**src/rtl/eye_pkg.sv**
```systemverilog
`default_nettype none
// eye_pkg: shared widths and reset levels for the eye-diagram test-signal generator.
package eye_pkg;

  localparam int SPEED_W = 4;
  localparam int CNT_W   = 4;

  localparam logic SIG_RST   = 1'b0;
  localparam logic OUT_P_RST = 1'b0;
  localparam logic OUT_N_RST = 1'b1;

endpackage
`default_nettype wire

```
**src/rtl/sq_wave_divider.sv**
```systemverilog
`default_nettype none
// sq_wave_divider: synchronised speed select driving a 50 % square wave,
// half period = speed + 1 clocks, speed changes applied only at period ends.
module sq_wave_divider
  import eye_pkg::*;
#(
  parameter int SPEED_W = eye_pkg::SPEED_W,
  parameter int CNT_W   = eye_pkg::CNT_W
) (
  input  logic               clk,
  input  logic               rst,
  input  logic [SPEED_W-1:0] speed,
  output logic               out_p,
  output logic               out_n
);

  logic [SPEED_W-1:0] sync1_q;
  logic [SPEED_W-1:0] sync2_q;
  logic [SPEED_W-1:0] spd_act_q;
  logic [SPEED_W-1:0] spd_act_d;
  logic [CNT_W-1:0]   cnt_q;
  logic [CNT_W-1:0]   cnt_d;
  logic               sig_q;
  logic               sig_d;
  logic               out_p_q;
  logic               out_n_q;
  logic               half_end;

  // Synchroniser is deliberately unreset; reset is long enough to flush it.
  always_ff @(posedge clk) begin
    sync1_q <= speed;
    sync2_q <= sync1_q;
  end

  always_comb begin
    half_end  = (cnt_q == CNT_W'(spd_act_q));
    cnt_d     = cnt_q + CNT_W'(1);
    sig_d     = sig_q;
    spd_act_d = spd_act_q;
    if (half_end) begin
      cnt_d = '0;
      sig_d = ~sig_q;
      // A period ends when the high phase ends; only then may the speed change.
      if (sig_q) begin
        spd_act_d = sync2_q;
      end
    end
  end

  always_ff @(posedge clk) begin
    if (rst) begin
      cnt_q     <= '0;
      sig_q     <= SIG_RST;
      spd_act_q <= sync2_q;
      out_p_q   <= OUT_P_RST;
      out_n_q   <= OUT_N_RST;
    end else begin
      cnt_q     <= cnt_d;
      sig_q     <= sig_d;
      spd_act_q <= spd_act_d;
      out_p_q   <= sig_d;
      out_n_q   <= ~sig_d;
    end
  end

  assign out_p = out_p_q;
  assign out_n = out_n_q;

endmodule
`default_nettype wire

```
**src/rtl/eye_test_signal_top.sv**
```systemverilog
`default_nettype none
// eye_test_signal_top: board-level wrapper; differential clock in,
// differential square wave out at 200 MHz / (2 * (SPEEDCTR + 1)).
module eye_test_signal_top
  import eye_pkg::*;
#(
  parameter int SPEED_W = eye_pkg::SPEED_W,
  parameter int CNT_W   = eye_pkg::CNT_W
) (
  input  logic               SYSCLK_P,
  input  logic               SYSCLK_N,
  input  logic               G_RST,
  input  logic [SPEED_W-1:0] SPEEDCTR,
  output logic               signal_output_p,
  output logic               signal_output_n
);

  logic clk;
  logic unused_sysclk_n;
  logic div_p;
  logic div_n;

  // Differential clock input buffer model: the N leg only matters to the pad.
  assign clk             = SYSCLK_P;
  assign unused_sysclk_n = SYSCLK_N;

  sq_wave_divider #(
    .SPEED_W (SPEED_W),
    .CNT_W   (CNT_W)
  ) u_div (
    .clk   (clk),
    .rst   (G_RST),
    .speed (SPEEDCTR),
    .out_p (div_p),
    .out_n (div_n)
  );

  // Differential output buffer model: legs come straight from matched flops.
  assign signal_output_p = div_p;
  assign signal_output_n = div_n;

endmodule
`default_nettype wire

```
**config.mk**
```make
export PLATFORM = sky130hd
export DESIGN_NAME = eye_test_signal_top
export DESIGN_NICKNAME = d
export VERILOG_FILES = /design/src/rtl/eye_pkg.sv /design/src/rtl/sq_wave_divider.sv /design/src/rtl/eye_test_signal_top.sv
export SDC_FILE = /design/constraint.sdc
export NUM_CORES = 1
export LEC_CHECK = 0
export BUFFER_PORTS_ARGS = -buffer_cell sky130_fd_sc_hd__buf_2
export CAP_MARGIN = 20
export CORE_MARGIN = 1.5
export CORE_UTILIZATION = 35
export DETAILED_ROUTE_END_ITERATION = 7
export PLACE_DENSITY = 0.57
export REMOVE_ABC_BUFFERS = 1
export SLEW_MARGIN = 20
export SYNTH_ARGS = -nofsm -noshare
export SYNTH_HDL_FRONTEND = slang
export SYNTH_SLANG_ARGS = --single-unit
```
**constraint.sdc**
```tcl
create_clock -name SYSCLK_P -period 3.4 [get_ports SYSCLK_P]
set_input_delay 0.17 -clock SYSCLK_P [delete_from_list [all_inputs] [get_ports SYSCLK_P]]
set_output_delay 0.17 -clock SYSCLK_P [all_outputs]
set_load 0.1 [all_outputs]
```
==> results of run 1 <==
## flip-flops by register name (all words and copies together), names as in the netlist
signal,cells
u_div.cnt_q,4
u_div.spd_act_q,4
u_div.sync1_q,4
u_div.sync2_q,4
u_div.out_n,1
u_div.sig_q,1
## layout by cell type, fill, tap and decap left out, drive strengths merged
cell / n
edfxtp: 4
xnor2: 1
nor3: 3
nor2b: 1
clkbuf: 4
nor4: 1
mux2i: 1
dlygate4sd3: 4
nor2: 1
mux2: 1
nand3: 1
nor3b: 1
a21o: 1
ha: 1
dfxtp: 14
buf: 7
xor2: 5
## where the power goes
part / internal (uW) / switching (uW)
Clock: 65.2 / 63.3
Combinational: 17.1 / 26.7
Sequential: 232 / 7.21
Total: 315 / 97.2
## final timing paths
path                                        to  slack, ns  cells past startpoint
setup reg to reg  u_div.spd_act_q[2]$_DFFE_PP_       1.79                      3
hold / removal       u_div.cnt_q[1]$_SDFF_PP0_       0.13                      2
hold reg to reg       u_div.sync2_q[3]$_DFF_P_       0.34                      0
setup / recovery  u_div.spd_act_q[2]$_DFFE_PP_       1.79                      3
## metrics by stage
step | util (%) | std cells | setup WS (ns) | hold WS, ns
2_1_floorplan | - | 36 | 1.872 | 0.1977
3_3_place_gp | 40.70 | 59 | 1.803 | 0.2730
3_5_place_dp | 40.70 | 59 | 1.775 | 0.2736
4_1_cts | 45.76 | 67 | 1.761 | 0.1289
5_1_grt | 45.76 | 67 | 1.709 | 0.1301
6_report | 45.76 | 67 | 1.793 | 0.1324
## worst max-delay path, cell delays in order (launching register included)
cell,delay (ns)
edfxtp_1,0.39
xor2_1,0.19
nor4_4,0.50
a21o_2,0.25
## logic make-up (layout without fill, tap and decap cells)
family / count (synthesis) / count (layout) / share of synthesized area [%]
flip-flops: 18 / 18 / 71.75
multiplexers: 2 / 2 / 4.484
AND/OR/NAND/NOR: 8 / 8 / 10.54
XOR/XNOR: 6 / 6 / 9.417
adder cells (fa/ha/maj): 1 / 1 / 2.242
buffers and inverters: 0 / 15 / 0
AO/OA/AOI/OAI: 1 / 1 / 1.570
## metal layers
layer / track usage, % / wire length (um) / vias to the layer above
li1: - / - / 153
met1: 10.30 / 302 / 133
met2: 12.73 / 317 / 8
met3: 3.830 / 27 / 4
met4: 9.091 / 26 / 0
met5: 0 / 0 / -
## area by class of cell
class | instances | area [um^2] | share of cell area (%)
clock buffers | 4 | 36.28 | 5.263
multi-input cells | 18 | 157.7 | 22.87
flip-flops and latches | 18 | 400.4 | 58.08
well taps | 16 | 20.02 | 2.904
repair buffers | 11 | 75.07 | 10.89
## timing repair
action                                 CTS  global route
hold buffers                             4             0
endpoints found under the hold margin    4             0
setup buffers                            0             0
gates resized for setup                  0             0
==> impl_metrics.env, run 1 <==
export IMPL_status="complete, no violations"
export IMPL_worst_path_max_fanout=7
export IMPL_drtPass1Iterations=2
export IMPL_yosysSeqAreaShare_pct=71.75
export IMPL_irDropWorstVdd_mv=0.3537
export IMPL_critPathLaunch="u_div.spd_act_q[1]$_DFFE_PP_"
export IMPL_wl_per_cell_um=10.04
export IMPL_fmax_ghz=0.6221
export IMPL_die_area_mm2=0.001843
export IMPL_vias=298
export IMPL_synth_area_um2=558.0
export IMPL_async_flop_share_pct=0
export IMPL_core_area_mm2=0.001506
export IMPL_antenna_found_initial=0
export IMPL_hold_violations=0
export IMPL_port_buffers=7
export IMPL_final_layout_size_suffix_gt1_share_pct=27.45
export IMPL_p_leak_uw=0.0002824
export IMPL_gp_congestion=0.5982
export IMPL_die_h_um=42.93
export IMPL_cts_root_buffer="clkbuf_4"
export IMPL_vias_per_cell=4.448
export IMPL_syn_to_final_growth_pct=23.54
export IMPL_synth_most_common_cell="dfxtp_1"
export IMPL_postRouteAntennaNets=0
export IMPL_worst_pin_slew_ns=0.4692
export IMPL_critPathKind="register to register"
export IMPL_grt_pass1_wl_um=1152
export IMPL_dpl_cell_area_um2=613.1
export IMPL_grt_pass1_vias=287
export IMPL_start_util_pct=37.04
export IMPL_n_antenna_cell=0
export IMPL_gr_total_overflow=0
export IMPL_power_uw=411.8
export IMPL_fillCellCount=141
export IMPL_drc=0
export IMPL_synth_area_leaders="dfxtp_1, edfxtp_1, xor2_1"
export IMPL_tns_ns=0
export IMPL_cts_buffer_depth=2
export IMPL_crit_path_end_kind="register"
export IMPL_finalWirelength_um=673
export IMPL_chipWidth_um=42.93
export IMPL_synth_cell_type_count=14
export IMPL_worstSkewPairLatency_ns=0.29
export IMPL_drt_iter0_markers=1
export IMPL_synth_top_area_share_pct=50.22
export IMPL_rsz0062_at_grt="false"
export IMPL_arrival_ns=1.62
export IMPL_clk_pin_slew_ns=0.10
export IMPL_skew_ns=0.0008495
export IMPL_grt_max_degree=11
export IMPL_final_area_um2=689.4
export IMPL_finalSetupViolations=0
export IMPL_start_kind="register"
export IMPL_numCtsBuffers=3
export IMPL_track_usage_pct=9.212
export IMPL_p_per_area_mw_per_mm2=597.4
export IMPL_ys_top_cells_by_count="dfxtp_1, xor2_1, edfxtp_1, nor3_1"
export IMPL_post_route_min_period_ns=1.607
export IMPL_maxSlewHeadroom_pct=68.49
export IMPL_synth_seq_cells=18
export IMPL_drv_slew=0
export IMPL_min_period_over_period_pct=47.28
export IMPL_max_cap_violations=0
export IMPL_avgSynthCellArea_um2=15.50
export IMPL_io_pins=9
export IMPL_yosysWarnings=0
export IMPL_min_from="G_RST"
export IMPL_min_path_type="primary input to register"
export IMPL_rows=14
export IMPL_cts_tree="done"
export IMPL_syn_inst=36
export IMPL_htreeDepth=1
export IMPL_crit_required_ns=3.41
export IMPL_r2r_start="u_div.spd_act_q[1]$_DFFE_PP_"
export IMPL_synth_ff_type="dfxtp_1"
export IMPL_synth_edf_count=4
export IMPL_post_dp_hpwl_um=465.7
export IMPL_synth_top_cell_by_area="dfxtp_1"
export IMPL_numClockSinks=18
export IMPL_fin_nets=60
No activity file was read; power rests on OpenSTA's default activity.
==> inputs of run 2 (changes only) <==
- PLACE_DENSITY: 0.57 -> 0.59
- clock period: 3.4 -> 1.33 ns (I/O delays scaled with it)
==> impl_metrics.env, run 2 (synthesis results as in run 1) <==
export IMPL_grt_max_degree=11
export IMPL_finalWirelength_um=960
export IMPL_htreeDepth=1
export IMPL_syn_to_final_growth_pct=38.57
export IMPL_post_dp_hpwl_um=612.6
export IMPL_drtPass1Iterations=3
export IMPL_vias_per_cell=4.575
export IMPL_crit_path_end_kind="register"
export IMPL_critPathKind="register to register"
export IMPL_fmax_ghz=0.6703
export IMPL_fin_nets=66
export IMPL_worst_pin_slew_ns=0.4884
export IMPL_post_route_min_period_ns=1.492
export IMPL_cts_root_buffer="clkbuf_4"
export IMPL_crit_required_ns=1.52
export IMPL_setup_slack_ns=-0.1619
export IMPL_arrival_ns=1.68
export IMPL_clk_pin_slew_ns=0.10
export IMPL_path_delay_family="flip-flops"
export IMPL_numClockSinks=18
export IMPL_finalSetupViolations=10
export IMPL_drt_iter0_markers=4
export IMPL_track_usage_pct=12.57
export IMPL_cts_buffer_depth=2
export IMPL_cp_cell_sequence="xor2_2 -> nor4_4 -> buf_4 -> mux2_4"
export IMPL_antenna_found_initial=0
export IMPL_start_util_pct=37.04
export IMPL_min_path_type="primary input to register"
export IMPL_vias=334
export IMPL_start_kind="register"
export IMPL_worst_path_max_fanout=3
export IMPL_final_util_pct=51.33
export IMPL_hold_violations=0
export IMPL_final_cell_mix="dfxtp_1, buf_2, buf_4"
export IMPL_final_layout_size_suffix_gt1_share_pct=43.86
export IMPL_p_per_area_mw_per_mm2=1414
export IMPL_chipWidth_um=42.93
export IMPL_status="finished, violations left"
export IMPL_grt_pass1_wl_um=1511
export IMPL_rsz0062_at_grt="true"
export IMPL_maxSlewHeadroom_pct=67.66
export IMPL_drc=0
export IMPL_slowest_stage="edfxtp_1"
export IMPL_violations="negative setup slack"
export IMPL_slowest_delay_ns=0.43
export IMPL_postRouteAntennaNets=0
export IMPL_core_area_mm2=0.001506
export IMPL_min_period_over_period_pct=112.2
export IMPL_io_pins=9
export IMPL_gp_congestion=0.6275
export IMPL_die_h_um=42.93
export IMPL_p_leak_uw=0.0003211
export IMPL_die_area_mm2=0.001843
export IMPL_max_cap_violations=0
export IMPL_rows=14
export IMPL_cts_tree="done"
export IMPL_gr_total_overflow=0
export IMPL_final_common_cell="dfxtp_1"
export IMPL_worstSkewPairLatency_ns=0.29
export IMPL_numCtsBuffers=3
export IMPL_grt_pass1_vias=353
export IMPL_dp_slack_ns=-0.1440
export IMPL_irDropWorstVdd_mv=0.9449
export IMPL_wl_per_cell_um=13.15
export IMPL_port_buffers=7
export IMPL_skew_ns=0.007820
export IMPL_crit_buf_inv=1
export IMPL_n_antenna_cell=0
export IMPL_drv_slew=0
run 2: cell types whose count changed in the layout (fill, tap and decap cells not counted), sizes merged:
cell	previous run	this run
buf	7	13
run 2: power by group:
| group | internal, uW | leakage, uW | switching, uW |
|---|---|---|---|
| clock network | 167 | 0.0000210 | 156 |
| logic | 69.1 | 0.000144 | 83.7 |
| registers | 594 | 0.000156 | 23.2 |
| total | 830 | 0.000321 | 263 |
run 2: layout make-up:
cell class	instances	area, um^2
timing repair buffer	17	123.9
sequential	18	400.4
fill	134	733.2
tap	16	20.02
clock buffer	4	36.28
multi-input combinational	18	192.7
run 2: repair_timing:
item | CTS | global route
hold endpoints to repair | 4 | 0
hold buffers | 4 | 0
resized for setup | 0 | 6
setup buffers | 1 | 1
pin swaps | 1 | 1
setup endpoints to repair | 6 | 10
run 2: metal layers:
metal	part of all wire (%)	routed length, um	track usage, %	vias to the layer above
li1	-	-	-	165
met1	38	363	10.54	156
met2	55	525	21.82	9
met3	5.3	51	8.085	4
met4	2.1	20	7.273	0
met5	0	0	0	-
run 2: stage by stage:
stage	instances	TNS [ns]	area, um^2	hold slack, ns	total power [uW]
floorplan	36	-1.001	558.0	0.09422	706.8
finish	73	-1.132	773.2	0.03250	1093
detailed placement	63	-0.6418	643.1	0.1708	753.5
global route	73	-1.523	773.2	0.02985	1148
global placement	63	-0.4280	643.1	0.1703	744.6
CTS	72	-0.5923	726.9	0.01380	1097
run 2: worst paths after layout:
path         slack [ns]                        end                          from  depth (start not counted)
min reg2reg        0.33   u_div.sync2_q[3]$_DFF_P_      u_div.sync1_q[3]$_DFF_P_                          0
max               -0.16     u_div.sig_q$_SDFF_PP0_  u_div.spd_act_q[2]$_DFFE_PP_                          4
max reg2reg       -0.16     u_div.sig_q$_SDFF_PP0_  u_div.spd_act_q[2]$_DFFE_PP_                          4
min                0.03  u_div.cnt_q[3]$_SDFF_PP0_                         G_RST                          2
run 2: worst reg2reg max path, stage by stage (launching register included):
cell	delay, ns
edfxtp_1	0.43
xor2_2	0.19
nor4_4	0.31
buf_4	0.17
mux2_4	0.28
